## src/rtl/code_selection_top.sv

```systemverilog
// code_selection_top: priority-based ownership arbiter for five shared objects.
// Each object keeps a busy flag and a 3-bit owner level, packed directly onto status_o.
module code_selection_top (
    input  logic        clk_i,
    input  logic        rst_i,
    input  logic [2:0]  lp_i,
    input  logic [2:0]  object_number_i,
    input  logic        command_i,
    input  logic        en_i,
    output logic [19:0] status_o
);
    logic valid;

    assign valid = en_i && (lp_i != 3'd0) && (object_number_i <= 3'd4);

    // status_o is the state register itself: nibble k holds {busy, owner} of object k
    always_ff @(posedge clk_i or negedge rst_i) begin
        if (!rst_i)
            status_o <= '0;
        else if (valid)
            for (int k = 0; k < 5; k++)
                if (object_number_i == 3'(k)) begin
                    if (command_i && (!status_o[4*k+3] || lp_i > status_o[4*k +: 3]))
                        status_o[4*k +: 4] <= {1'b1, lp_i};
                    else if (!command_i && status_o[4*k+3] && status_o[4*k +: 3] == lp_i)
                        status_o[4*k +: 4] <= 4'h0;
                end
    end
endmodule

```

## config.mk

```make
export PLATFORM = sky130hd
export DESIGN_NAME = code_selection_top
export DESIGN_NICKNAME = d
export VERILOG_FILES = /design/src/rtl/code_selection_top.sv
export SDC_FILE = /design/constraint.sdc
export NUM_CORES = 1
export LEC_CHECK = 0
export CORE_ASPECT_RATIO = 0.6
export CORE_MARGIN = 8
export CORE_UTILIZATION = 35
export DETAILED_ROUTE_END_ITERATION = 6
export PLACE_DENSITY = 0.67
export SLEW_MARGIN = 20
export SYNTH_ARGS = -nofsm -noshare
export SYNTH_HDL_FRONTEND = slang
export SYNTH_SLANG_ARGS = --single-unit
```

## constraint.sdc

```tcl
create_clock -name clk_i -period 2.3 [get_ports clk_i]
set_clock_uncertainty 0.05 [all_clocks]
set_input_delay 0.69 -clock clk_i [delete_from_list [all_inputs] [get_ports clk_i]]
set_output_delay 0.69 -clock clk_i [all_outputs]
set_load 0.01 [all_outputs]
```

==> results by group, run 1 <==
Outcome
  • Status: completed

Finish
  • Most frequent cells in the layout: clkdlybuf4s50_1, nand2_1, dfrtp_1, buf_4, inv_1
  • Biggest register: status_o
  • Top flop regs: status_o: 20 flops
  • Final core occ: 0.511
  • Net count, final: roughly 210
  • Max reg flops: 20
  • Fin cells: around 230
  • Layout Cell Area excl Fill: ~1900 sq um
  • FILL cells: roughly 340
  • Layout area overhead: 40.0%
  • Share of layout cells above drive strength 1: 0.182
  • Commonest non-fill, non-tap cell in the layout: clkdlybuf4s50_1
  • # diodes: 0

Synthesis
  • Yosys reg bits: 20
  • Seq/Total Area, Yosys: 0.375
  • Number of synthesized flops with an enable pin: 0
  • Syn avg cell area: slightly above 10 sq um
  • Unique masters post-synth: 27
  • Synthesized area: 1340 sq um
  • Post-synthesis cell count: 131
  • Ys Warns: 0
  • Main synth FF type: dfrtp_1
  • Synthesized net count: 156
  • Ys async rst share: 1.00

Pwr
  • Total power: 1.77 mW
  • Pint: ~1.1 mW
  • Peak supply drop: between 0.0004 and 0.0005 V
  • Part of the power in registers: 0.366
  • Leak pwr: just under 0.9 nW
  • Clock power share: 0.132
  • Sw Ratio: 0.373
  • Pwr Density: 944 nW/um^2
  • Psw: roughly 0.66 mW
  • Combinational share of power: 0.502

Floorplan
  • Number of cell rows: 17
  • Initial Util: 0.365
  • Ports: 30
  • Die Span Y: roughly 64 um
  • Core area: about 3700 sq um
  • Die width: 95.8 um
  • Die ar.: 6120 sq um

Timing
  • Max Slew Vio Count: 0
  • Fin. Hold Viols: 0
  • Fmax: between 400 and 500 MHz
  • Final setup margin: 0.0983 ns
  • Worst hold slack: roughly 0.50 ns
  • TNS Setup: 0 ns
  • Final setup viols: 0
  • Final worst-path cycle share: 0.957
  • Actual slew at the worst max-slew pin: a little under 0.4 ns
  • RSZ-0062 raised after global routing: false
  • Min cycle time layout: ~2.2 ns
  • Relative slew slack: 0.736

Place
  • Placer Congestion: between 0.8 and 0.9
  • DP Worst Slack: -0.503 ns
  • IO buf count: 29
  • Post-placement cell count: 224
  • Placed cell area: between 1500 and 2000 sq um
  • Detailed Place HPWL: ~3000 um

Min path
  • Hold path cells: 2
  • Tightest Hold Check Type: register to register
  • HP Start: status_o[19]$_DFFE_PN0P_
  • Min-Delay Endpoint: status_o[19]$_DFFE_PN0P_

Global route
  • Initial antenna violation count: 0
  • Total gr overflow: 0
  • First-pass GRT wire length: 6310 um
  • Largest net degree at the start of global routing: 21
  • Vias in the first global route: 1273
  • Overall routing resource usage: 0.132

Clock network
  • TritonCTS buffer count: 3
  • CTS tree: built
  • Sinks on Clock Net: 20
  • Cts hold-fix bufs: 0
  • Worst skew pair latency: 0.26 ns
  • Clk slew on worst S/H paths: 0.07 ns
  • # H-tree levels: 1
  • CTS max path bufs: 2
  • Clock root cell: clkbuf_8

Critical path
  • R2R cell count: 6
  • Worst reg2reg path endpoint: status_o[0]$_DFFE_PN0P_
  • Flop-to-flop setup slack: 0.48 ns
  • Worst Path Max Fanout: 5
  • Setup CP Type: input pin to register
  • Reg-to-reg startpoint: status_o[2]$_DFFE_PN0P_
  • Crit end category: register
  • Worst EP required: 2.43 ns
  • Startpoint types: input pin
  • CP Data Arrival Time: 2.33 ns

Detailed routing
  • WL final: 3720 um
  • Post-DR vias/cell: 5.05
  • Post-route ant nets: 0
  • Drt drc: 0
  • WL/cell: 16.3 um
  • Drt first-iter violations: 21
  • DR vias: 1151
  • Drt pass-1 iters: 3

Flow run
  • Max-cap violations: 0
[final cells by class]
| type | instances | area, sq um | share of cell area |
|---|---|---|---|
| inverter | 19 | 71.3 | 0.0381 |
| multi-input combinational | 91 | 773 | 0.413 |
| sequential | 20 | 500 | 0.268 |
| timing repair buffer | 48 | 425 | 0.227 |
| tap | 47 | 58.8 | 0.0314 |
| clock buffer | 3 | 41.3 | 0.0221 |
[how the worst max path moves through the flow]
stage / cells after the start / endpoint / from / slack [ns]
6_report: 6 / status_o[16]$_DFFE_PN0P_ / lp_i[1] / 0.1
5_1_grt: 6 / status_o[16]$_DFFE_PN0P_ / lp_i[1] / 0.02
4_1_cts: 6 / status_o[16]$_DFFE_PN0P_ / lp_i[1] / 0.06
3_5_place_dp: 6 / status_o[16]$_DFFE_PN0P_ / lp_i[1] / -0.50
3_3_place_gp: 6 / status_o[16]$_DFFE_PN0P_ / lp_i[1] / -0.42
2_1_floorplan: 6 / status_o[12]$_DFFE_PN0P_ / lp_i[0] / 0.13
[power by group through the flow]
stage | clock (mW) | combinational, mW | sequential, mW
3_5_place_dp | 0 | 0.885 | 0.655
6_report | 0.234 | 0.886 | 0.646
5_1_grt | 0.261 | 0.984 | 0.674
3_3_place_gp | 0 | 0.850 | 0.642
4_1_cts | 0.245 | 0.897 | 0.650
2_1_floorplan | 0 | 0.359 | 0.690
[worst max-delay path, cell delays in order]
cell and delay, ns:
dlygate4sd2_1 0.31, buf_4 0.18, ha_1 0.31, a2111oi_1 0.40
or3_4 0.23, mux2i_1 0.21
[cells in the mapped netlist (all sizes together) (2+ instances only)]
master | n | area, sq um
dfrtp | 20 | 500
nand2 | 20 | 75.1
inv | 19 | 71.3
ha | 15 | 188
mux2i | 15 | 150
nand4 | 5 | 31.3
nor2b | 5 | 31.3
a21o | 4 | 31.3
a311oi | 4 | 82.6
o21ai | 4 | 20.0
and4 | 3 | 28.8
and2b | 2 | 15.0
nand2b | 2 | 12.5
nand4b | 2 | 17.5
or3 | 2 | 12.5
[routing by layer]
layer	vias up	part of all wire	wire (um)	track usage
li1	561	-	-	-
met1	559	0.49	1820	0.171
met2	24	0.44	1620	0.204
met3	7	0.056	207	0.0431
met4	0	0.018	66	0.0381
met5	-	0	0	0
[logic make-up after synthesis]
group	count (synthesis)	synth area share
AOI/OAI and AO/OA	15	0.120
buffers and inverters	20	0.0571
and+or+nand+nor	46	0.196
adders and majority gates	15	0.140
DFF	20	0.375
muxes	15	0.112
[repair_timing]
| item | 4_1_cts | 5_1_grt |
|---|---|---|
| endpoints found under the setup margin | 20 | 2 |
| hold endpoints to repair | 0 | 0 |
| pin swaps | 4 | 1 |
| gates resized for setup | 6 | 3 |
| gates cloned | 0 | 0 |
| buffers inserted | 1 | 0 |
Note: power is estimated with default switching activity, not from simulation.
==> run 2: changes to the inputs <==
--- a/config.mk
+++ b/config.mk
@@ -8,6 +8,8 @@
 export CORE_ASPECT_RATIO = 0.6
 export CORE_MARGIN = 8
 export CORE_UTILIZATION = 35
+export CTS_BUF_LIST = sky130_fd_sc_hd__clkbuf_2 sky130_fd_sc_hd__clkbuf_4 sky130_fd_sc_hd__clkbuf_8
+export CTS_CLUSTER_DIAMETER = 50
 export DETAILED_ROUTE_END_ITERATION = 6
 export PLACE_DENSITY = 0.67
 export SLEW_MARGIN = 20
==> results of run 2 <==
The final DEF is identical to that of run 1; final timing and power are the same.
